$ cat src/rtl/load_refill_buffer_if.sv
// Bundles the miss-enqueue, refill, flush and load-queue refill signals of load_refill_buffer.
// The slave modport is the buffer's view; master is the surrounding pipeline/testbench view.
interface load_refill_buffer_if #(
    parameter int PIPE         = 2,
    parameter int REFILL_PORTS = 2,
    parameter int LQ_W         = 5,
    parameter int ADDR_W       = 32,
    parameter int LINE_WORDS   = 16
);
    logic [PIPE-1:0]                   miss_en;
    logic [PIPE*(LQ_W+1)-1:0]          miss_lqidx;
    logic [PIPE*ADDR_W-1:0]            miss_paddr;
    logic [PIPE-1:0]                   miss_ack;
    logic                              refill_valid;
    logic                              refill_ready;
    logic [ADDR_W-7:0]                 refill_addr;
    logic [LINE_WORDS*32-1:0]          refill_data;
    logic                              flush_en;
    logic [LQ_W:0]                     flush_lqidx;
    logic [REFILL_PORTS-1:0]           lq_en;
    logic [REFILL_PORTS*(LQ_W+1)-1:0]  lq_idx;
    logic [REFILL_PORTS*32-1:0]        lq_data;
    logic                              full;

    modport master (
        output miss_en, miss_lqidx, miss_paddr, refill_valid, refill_addr, refill_data,
               flush_en, flush_lqidx,
        input  miss_ack, refill_ready, lq_en, lq_idx, lq_data, full
    );

    modport slave (
        input  miss_en, miss_lqidx, miss_paddr, refill_valid, refill_addr, refill_data,
               flush_en, flush_lqidx,
        output miss_ack, refill_ready, lq_en, lq_idx, lq_data, full
    );
endinterface

$ cat src/rtl/load_refill_buffer.sv
// Holds DCache-missed loads until their line refills, then returns each load's word to the load queue.
// Optional LRB_PERF_CNT_EN adds saturating perf_refills / perf_nack counters.
module load_refill_buffer #(
    parameter int ENTRIES      = 8,
    parameter int PIPE         = 2,
    parameter int REFILL_PORTS = 2,
    parameter int LQ_W         = 5,
    parameter int ADDR_W       = 32,
    parameter int LINE_WORDS   = 16
) (
    input  logic                clk,
    input  logic                rst,
    load_refill_buffer_if.slave bus
`ifdef LRB_PERF_CNT_EN
    ,
    output logic [31:0]         perf_refills,
    output logic [31:0]         perf_nack
`endif
);
    localparam int IW = LQ_W + 1;
    localparam int LW = ADDR_W - 6;
    localparam int EW = $clog2(ENTRIES);
    localparam int WW = $clog2(LINE_WORDS);

    typedef enum logic {IDLE, DRAIN} state_t;
    state_t state, state_nxt;

    logic [ENTRIES-1:0] valid, valid_nxt, pend, pend_nxt;
    logic [IW-1:0]      e_lqidx [ENTRIES];
    logic [LW-1:0]      e_line  [ENTRIES];
    logic [WW-1:0]      e_word  [ENTRIES];
    logic [LW-1:0]      cur_line;
    logic [31:0]        line_buf [LINE_WORDS];

    logic [LW-1:0]      cmp_line;
    logic [LW-1:0]      port_line [PIPE];
    logic [PIPE-1:0]    ack;
    logic [EW-1:0]      alloc_idx [PIPE];
    logic [ENTRIES-1:0] alloc_any, new_match, line_hit, squash, emit_mask;
    logic [REFILL_PORTS-1:0] emit_en;
    logic [EW-1:0]      emit_idx [REFILL_PORTS];
    logic               hs;

    logic [REFILL_PORTS-1:0] lq_en_p1;
    logic [IW-1:0]      lq_idx_p1  [REFILL_PORTS];
    logic [31:0]        lq_data_p1 [REFILL_PORTS];
    logic               full_p1;
    logic [2*PIPE-1:0]  unused_paddr_lo;

    // Ring-order age compare: an entry is younger-or-equal to the flush point.
    function automatic logic is_squashed(input logic [IW-1:0] e, input logic [IW-1:0] f);
        if (e[LQ_W] != f[LQ_W]) return e[LQ_W-1:0] < f[LQ_W-1:0];
        else                    return e[LQ_W-1:0] >= f[LQ_W-1:0];
    endfunction

    for (genvar p = 0; p < PIPE; p++) begin : g_port
        assign port_line[p] = bus.miss_paddr[p*ADDR_W+6 +: LW];
        assign unused_paddr_lo[2*p +: 2] = bus.miss_paddr[p*ADDR_W +: 2];
    end

    assign hs       = (state == IDLE) && bus.refill_valid;
    assign cmp_line = (state == IDLE) ? bus.refill_addr : cur_line;

    // Allocation: each requesting port in order takes the lowest still-free entry.
    always_comb begin
        logic [ENTRIES-1:0] avail;
        avail = ~valid;
        ack   = '0;
        for (int p = 0; p < PIPE; p++) alloc_idx[p] = '0;
        for (int p = 0; p < PIPE; p++) begin
            if (bus.miss_en[p] && rst && !bus.flush_en && (avail != '0)) begin
                ack[p] = 1'b1;
                for (int e = ENTRIES-1; e >= 0; e--)
                    if (avail[e]) alloc_idx[p] = EW'(e);
                avail[alloc_idx[p]] = 1'b0;
            end
        end
    end

    always_comb begin
        alloc_any = '0;
        new_match = '0;
        for (int p = 0; p < PIPE; p++)
            for (int e = 0; e < ENTRIES; e++)
                if (ack[p] && (alloc_idx[p] == EW'(e))) begin
                    alloc_any[e] = 1'b1;
                    if (port_line[p] == cmp_line) new_match[e] = 1'b1;
                end
    end

    always_comb begin
        for (int e = 0; e < ENTRIES; e++) begin
            line_hit[e] = valid[e] && (e_line[e] == cmp_line);
            squash[e]   = bus.flush_en && valid[e] && is_squashed(e_lqidx[e], bus.flush_lqidx);
        end
    end

    // Emission: up to REFILL_PORTS lowest pending entries that survive this cycle's flush.
    always_comb begin
        logic [ENTRIES-1:0] cand;
        cand      = (state == DRAIN) ? (pend & ~squash) : '0;
        emit_en   = '0;
        emit_mask = '0;
        for (int k = 0; k < REFILL_PORTS; k++) emit_idx[k] = '0;
        for (int k = 0; k < REFILL_PORTS; k++) begin
            for (int e = ENTRIES-1; e >= 0; e--)
                if (cand[e]) begin
                    emit_en[k]  = 1'b1;
                    emit_idx[k] = EW'(e);
                end
            if (emit_en[k]) begin
                cand[emit_idx[k]]      = 1'b0;
                emit_mask[emit_idx[k]] = 1'b1;
            end
        end
    end

    always_comb begin
        state_nxt = state;
        pend_nxt  = pend;
        case (state)
            IDLE: begin
                pend_nxt = '0;
                if (hs) begin
                    pend_nxt  = (line_hit & ~squash) | new_match;
                    state_nxt = (pend_nxt != '0) ? DRAIN : IDLE;
                end
            end
            DRAIN: begin
                pend_nxt  = (pend & ~emit_mask & ~squash) | new_match;
                state_nxt = (pend_nxt != '0) ? DRAIN : IDLE;
            end
            default: state_nxt = IDLE;
        endcase
        valid_nxt = (valid & ~squash & ~emit_mask) | alloc_any;
    end

    // Stage p1: registered control and load-queue outputs.
    always_ff @(posedge clk) begin
        if (!rst) begin
            state    <= IDLE;
            valid    <= '0;
            pend     <= '0;
            lq_en_p1 <= '0;
            full_p1  <= 1'b0;
            for (int k = 0; k < REFILL_PORTS; k++) begin
                lq_idx_p1[k]  <= '0;
                lq_data_p1[k] <= '0;
            end
        end else begin
            state    <= state_nxt;
            valid    <= valid_nxt;
            pend     <= pend_nxt;
            full_p1  <= &valid_nxt;
            lq_en_p1 <= emit_en;
            for (int k = 0; k < REFILL_PORTS; k++)
                if (emit_en[k]) begin
                    lq_idx_p1[k]  <= e_lqidx[emit_idx[k]];
                    lq_data_p1[k] <= line_buf[e_word[emit_idx[k]]];
                end
        end
    end

    always_ff @(posedge clk) begin
        for (int p = 0; p < PIPE; p++)
            if (ack[p]) begin
                e_lqidx[alloc_idx[p]] <= bus.miss_lqidx[p*IW +: IW];
                e_line[alloc_idx[p]]  <= port_line[p];
                e_word[alloc_idx[p]]  <= bus.miss_paddr[p*ADDR_W+2 +: WW];
            end
        if (hs) begin
            cur_line <= bus.refill_addr;
            for (int w = 0; w < LINE_WORDS; w++) line_buf[w] <= bus.refill_data[w*32 +: 32];
        end
    end

`ifdef LRB_PERF_CNT_EN
    always_ff @(posedge clk) begin
        if (!rst) begin
            perf_refills <= '0;
            perf_nack    <= '0;
        end else begin
            if (hs && (pend_nxt != '0) && (perf_refills != '1)) perf_refills <= perf_refills + 32'd1;
            if ((|(bus.miss_en & ~ack)) && (perf_nack != '1)) perf_nack <= perf_nack + 32'd1;
        end
    end
`endif

    assign bus.miss_ack     = ack;
    assign bus.refill_ready = (state == IDLE);
    assign bus.lq_en        = lq_en_p1;
    assign bus.full         = full_p1;
    for (genvar k = 0; k < REFILL_PORTS; k++) begin : g_out
        assign bus.lq_idx[k*IW +: IW]  = lq_idx_p1[k];
        assign bus.lq_data[k*32 +: 32] = lq_data_p1[k];
    end
endmodule

$ cat src/flat_wrapper.sv
// flat-port wrapper written by rule: the top's interface ports become plain ports
module load_refill_buffer_flat 
#(
    parameter int ENTRIES      = 8,
    parameter int PIPE         = 2,
    parameter int REFILL_PORTS = 2,
    parameter int LQ_W         = 5,
    parameter int ADDR_W       = 32,
    parameter int LINE_WORDS   = 16
)
  (clk, rst, bus_miss_en, bus_miss_lqidx, bus_miss_paddr, bus_refill_valid, bus_refill_addr, bus_refill_data, bus_flush_en, bus_flush_lqidx, bus_miss_ack, bus_refill_ready, bus_lq_en, bus_lq_idx, bus_lq_data, bus_full);
  load_refill_buffer_if #(.PIPE(PIPE), .REFILL_PORTS(REFILL_PORTS), .LQ_W(LQ_W), .ADDR_W(ADDR_W), .LINE_WORDS(LINE_WORDS)) bus_i ();
  input  logic clk;
  input  logic rst;
  input wire logic [$bits(bus_i.miss_en)-1:0] bus_miss_en;
  input wire logic [$bits(bus_i.miss_lqidx)-1:0] bus_miss_lqidx;
  input wire logic [$bits(bus_i.miss_paddr)-1:0] bus_miss_paddr;
  input wire logic [$bits(bus_i.refill_valid)-1:0] bus_refill_valid;
  input wire logic [$bits(bus_i.refill_addr)-1:0] bus_refill_addr;
  input wire logic [$bits(bus_i.refill_data)-1:0] bus_refill_data;
  input wire logic [$bits(bus_i.flush_en)-1:0] bus_flush_en;
  input wire logic [$bits(bus_i.flush_lqidx)-1:0] bus_flush_lqidx;
  output wire logic [$bits(bus_i.miss_ack)-1:0] bus_miss_ack;
  output wire logic [$bits(bus_i.refill_ready)-1:0] bus_refill_ready;
  output wire logic [$bits(bus_i.lq_en)-1:0] bus_lq_en;
  output wire logic [$bits(bus_i.lq_idx)-1:0] bus_lq_idx;
  output wire logic [$bits(bus_i.lq_data)-1:0] bus_lq_data;
  output wire logic [$bits(bus_i.full)-1:0] bus_full;
  assign bus_i.miss_en = bus_miss_en;
  assign bus_i.miss_lqidx = bus_miss_lqidx;
  assign bus_i.miss_paddr = bus_miss_paddr;
  assign bus_i.refill_valid = bus_refill_valid;
  assign bus_i.refill_addr = bus_refill_addr;
  assign bus_i.refill_data = bus_refill_data;
  assign bus_i.flush_en = bus_flush_en;
  assign bus_i.flush_lqidx = bus_flush_lqidx;
  assign bus_miss_ack = bus_i.miss_ack;
  assign bus_refill_ready = bus_i.refill_ready;
  assign bus_lq_en = bus_i.lq_en;
  assign bus_lq_idx = bus_i.lq_idx;
  assign bus_lq_data = bus_i.lq_data;
  assign bus_full = bus_i.full;
  load_refill_buffer #(.ENTRIES(ENTRIES), .PIPE(PIPE), .REFILL_PORTS(REFILL_PORTS), .LQ_W(LQ_W), .ADDR_W(ADDR_W), .LINE_WORDS(LINE_WORDS)) u_core (.clk(clk), .rst(rst), .bus(bus_i));
endmodule
$ cat config.mk
export PLATFORM = sky130hd
export DESIGN_NAME = load_refill_buffer_flat
export DESIGN_NICKNAME = d
export VERILOG_FILES = /design/src/rtl/load_refill_buffer_if.sv /design/src/rtl/load_refill_buffer.sv /design/src/flat_wrapper.sv
export SDC_FILE = /design/constraint.sdc
export NUM_CORES = 2
export LEC_CHECK = 0
export BUFFER_PORTS_ARGS = -buffer_cell sky130_fd_sc_hd__buf_2
export CORE_UTILIZATION = 40
export DETAILED_ROUTE_END_ITERATION = 12
export SYNTH_ARGS = -nofsm -noshare
export SYNTH_HDL_FRONTEND = slang
export SYNTH_SLANG_ARGS = --single-unit
$ cat constraint.sdc
create_clock -name clk -period 19.6 [get_ports clk]
set_clock_uncertainty 0.1 [all_clocks]
set_input_delay 3.92 -clock clk [delete_from_list [all_inputs] [get_ports clk]]
set_output_delay 3.92 -clock clk [all_outputs]
set_load 0.02 [all_outputs]
==> results.md <==
* Status: complete, no violations
* Post-CTS Resized at 0
* Clock sink total at 922
* Power per cell area at 85.16 nW/um2
* Clock tree from TritonCTS: yes
* Wire length of the first global-routing pass at approximately 240000 um
* Syn_nets at 4076
* Portion of the clock cycle consumed by the worst path in the final layout at 55.33%
* Final weighted congestion in routability-driven placement at roughly 0.91
* Worst hold path class: flop to flop
* Maximum ir drop on the vdd rail at 0.06193 mV
* Die area at 118800 um2
* Clock latency at the later pin of the worst-skew pair at 0.71 ns
* Leak pwr at 20.72 nW
* RSZ-0062 raised after global routing: no
* Maximum clock path buffer count at 3
* Via count at 33220
* Hold wc startpoint: u_core.pend[1]$_SDFF_PN0_
* Final wirelength at 171800 um
* Commonest non-fill, non-tap cell in the layout: sky130_fd_sc_hd__edfxtp_1
* Reg2reg setup slack at 11.83 ns
* Global-route usage over all layers at 27.97%
* Final routed wire length divided by cell count at 30.01 um
* Antenna violations before repair at 96
* Final-layout setup total negative slack at 0 ns
* Synthesized netlist cell count at roughly 3400
* Tightest Pin Transition at 1.219 ns
* Final Setup Violations at 0
* Critical path startpoint category: primary input
* Initial Util at 40.36%
* H-Tree Depth at 3
* Count of maximum capacitance violations at 0
* Placed cells at approximately 5500
* Largest area contributor in the synthesized netlist: sky130_fd_sc_hd__edfxtp_1
* # IOs at between 700 and 800
* Endpoint required time on the critical path at 19.90 ns
* Detailed router's first-iteration violation count at between 3000 and 4000
* Syn-to-layout area delta at 18.72%
* Most used flip-flop cell after synthesis: sky130_fd_sc_hd__edfxtp_1
* Number of routed nets with antenna violations at 0
* Number of synthesis warnings at 0
* Sequential-to-total area share from yosys stat at 58.52%
* CTS Hold Bufs at 0
* Main area contributors after synthesis: sky130_fd_sc_hd__edfxtp_1 58%, sky130_fd_sc_hd__mux2_2 7.0%, sky130_fd_sc_hd__mux2i_1 6.3%
* Startpoint-to-endpoint class of the critical path: primary input to flop
* Die width at between 300 and 400 um
* Largest driver fanout on the critical path at 94
* Average cell area after synthesis at 13.77 um2
* Number of endpoints with negative hold slack in the final report at 0
* Cell area after placement at about 52000 um2
* Number of enable flip-flop cells after synthesis at 902
* Number of distinct library cell variants in the gate-level netlist after synthesis at 90
* Final nets at 4704
* Timing-limited maximum frequency at 0.09221 GHz
* Input/output buffers at 703
* First-pass DRT Iterations at 6
* Placed wire-length estimate after detailed placement at 115400 um
* Arr. time, crit path at 11.14 ns
* Crit end category: flop
* Count of non-filler cells in the finished layout at 5724
* Post-CTS setup-driven buffer insertion count at 0
* Final Slew Violations at 0
* Die Height at around 340 um
* Maximum number of pins on one net before global-route repair at 137
* Startpoint of the worst setup timing path: bus_flush_lqidx[4]
* Share of the synthesized area in the top cell type at about 58%
* Number of global-route vias before repair at 32440
* Remaining max-slew budget at the tightest pin at between 15 and 20%
* CTS buffer count at 103
* Area of the core at 116400 um2
* Ratio of routed vias to standard cells at 5.803
* Highest-count cells in the layout ignoring fill and taps: 902 x sky130_fd_sc_hd__edfxtp_1, 703 x sky130_fd_sc_hd__buf_2, 366 x sky130_fd_sc_hd__nand2_1
* Clk Tree Root Cell: sky130_fd_sc_hd__clkbuf_16
* DRC violations left at 0
* Number of rows in the core area at 125
* Layout cells sized above 1 at between 30% and 40%
* Minimum clock period at 10.84 ns
* Clock-pin slew on the worst setup and hold paths at 0.06 ns
* RR Startpoint: u_core.e_lqidx[6][4]$_DFFE_PP_
* Flip-flop and latch count after synthesis at 922
* Mapped Area at 46970 um2
* Share of synthesized registers carrying an async set or reset at 0%
* Global route total overflow at 0
* Final Cell Area at about 56000 um2
[through the flow]
stage	utilization (%)	hold slack, ns	setup slack [ns]	power (W)
after floorplan	-	0.4362	4.197	0.002617
after global placement	44.82	0.4898	8.072	0.002784
after detailed placement	44.82	0.5149	8.016	0.002791
after CTS	47.76	0.5136	8.780	0.004780
after global routing	47.87	0.5727	8.413	0.004885
final	47.92	0.5350	8.756	0.004749
[Yosys cell counts (all sizes together), types with 3 or more instances]
| master | number |
|---|---|
| xnor2 | 168 |
| o21ai | 51 |
| a31oi | 9 |
| o211a | 3 |
| o311ai | 3 |
| and2 | 8 |
| nand2 | 375 |
| o31ai | 3 |
| o21a | 5 |
| xor2 | 100 |
| mux4 | 128 |
| o221a | 8 |
| o211ai | 5 |
| nor2 | 91 |
| ha | 40 |
| mux2i | 295 |
| nor3 | 29 |
| inv | 33 |
| o22ai | 53 |
| o221ai | 7 |
| nor4 | 50 |
| or2 | 6 |
| nor2b | 14 |
| a31o | 7 |
| clkbuf | 89 |
| a221oi | 6 |
| a21oi | 79 |
| nand2b | 3 |
| a221o | 3 |
| a21boi | 4 |
| nand3 | 185 |
| nand4 | 38 |
| o31a | 3 |
| edfxtp | 902 |
| mux2 | 296 |
| buf | 171 |
| and3 | 3 |
| o21bai | 5 |
| a22oi | 70 |
| dfxtp | 20 |
| a222oi | 5 |
[sequential cells by signal, indices dropped and copies added, names as in the netlist]
signal / cells
u_core.bus.full: 1
u_core.bus.lq_en: 2
u_core.cur_line: 26
u_core.e_line: 208
u_core.e_lqidx: 48
u_core.e_word: 32
u_core.line_buf: 512
u_core.lq_data_p1: 64
u_core.lq_idx_p1: 12
u_core.pend: 8
u_core.state: 1
u_core.valid: 8
[final timing paths]
check,cells past startpoint,to
min reg2reg,3,u_core.valid[1]$_SDFF_PN0_
max reg2reg,17,u_core.lq_data_p1[0][31]$_SDFFCE_PN0P_
min,3,u_core.valid[1]$_SDFF_PN0_
max,19,u_core.lq_data_p1[0][31]$_SDFFCE_PN0P_
[metal layers]
metal	vias to the layer above	share of wire [%]	wire length, um	GRT usage [%]
li1	14410	-	-	-
met1	16680	40	68480	36.48
met4	42	4.6	7944	13.53
met5	-	0.14	241	0
met3	413	9.0	15520	6.574
met2	1673	46	79560	43.84
[worst max-delay path, stage by stage]
cell,delay (ns)
sky130_fd_sc_hd__buf_2,0.09
sky130_fd_sc_hd__inv_1,0.34
sky130_fd_sc_hd__ha_1,0.35
sky130_fd_sc_hd__a21oi_1,0.18
sky130_fd_sc_hd__o21ai_0,0.11
sky130_fd_sc_hd__o22ai_1,0.46
sky130_fd_sc_hd__a31oi_1,0.34
sky130_fd_sc_hd__o21ai_0,0.31
sky130_fd_sc_hd__a31o_1,0.63
sky130_fd_sc_hd__a22oi_2,0.10
sky130_fd_sc_hd__buf_4,0.25
sky130_fd_sc_hd__a21oi_4,0.72
sky130_fd_sc_hd__mux2_2,0.45
sky130_fd_sc_hd__o221ai_4,0.20
sky130_fd_sc_hd__buf_12,0.49
sky130_fd_sc_hd__buf_4,0.76
sky130_fd_sc_hd__mux4_2,0.64
sky130_fd_sc_hd__a22oi_1,0.26
sky130_fd_sc_hd__nand2_1,0.09
[cell families after synthesis]
kind of cell               after synthesis  synth area share (%)
muxes                                  719                 19.53
and+or+nand+nor                        815                 7.925
buffers and inverters                  293                 2.741
AOI/OAI and AO/OA                      352                 5.200
DFF                                    922                 58.52
xor gates and xnor gates               268                 4.997
adders and majority gates               41                 1.087
[where the power goes]
group          internal [W]  switching (W)
registers           0.00225      0.0000391
clock network       0.00114       0.000856
logic              0.000195       0.000267
[cell type report]
type / instances / area (um2)
antenna: 75 / 187.7
clock buffer: 124 / 2678
clock inverter: 68 / 738.2
fill: 10460 / 60600
inverter: 33 / 131.4
multi-input combinational: 2195 / 18480
sequential: 922 / 27490
tap: 1524 / 1907
timing repair buffer: 783 / 4156
Note: power is estimated with default switching activity, not from simulation.
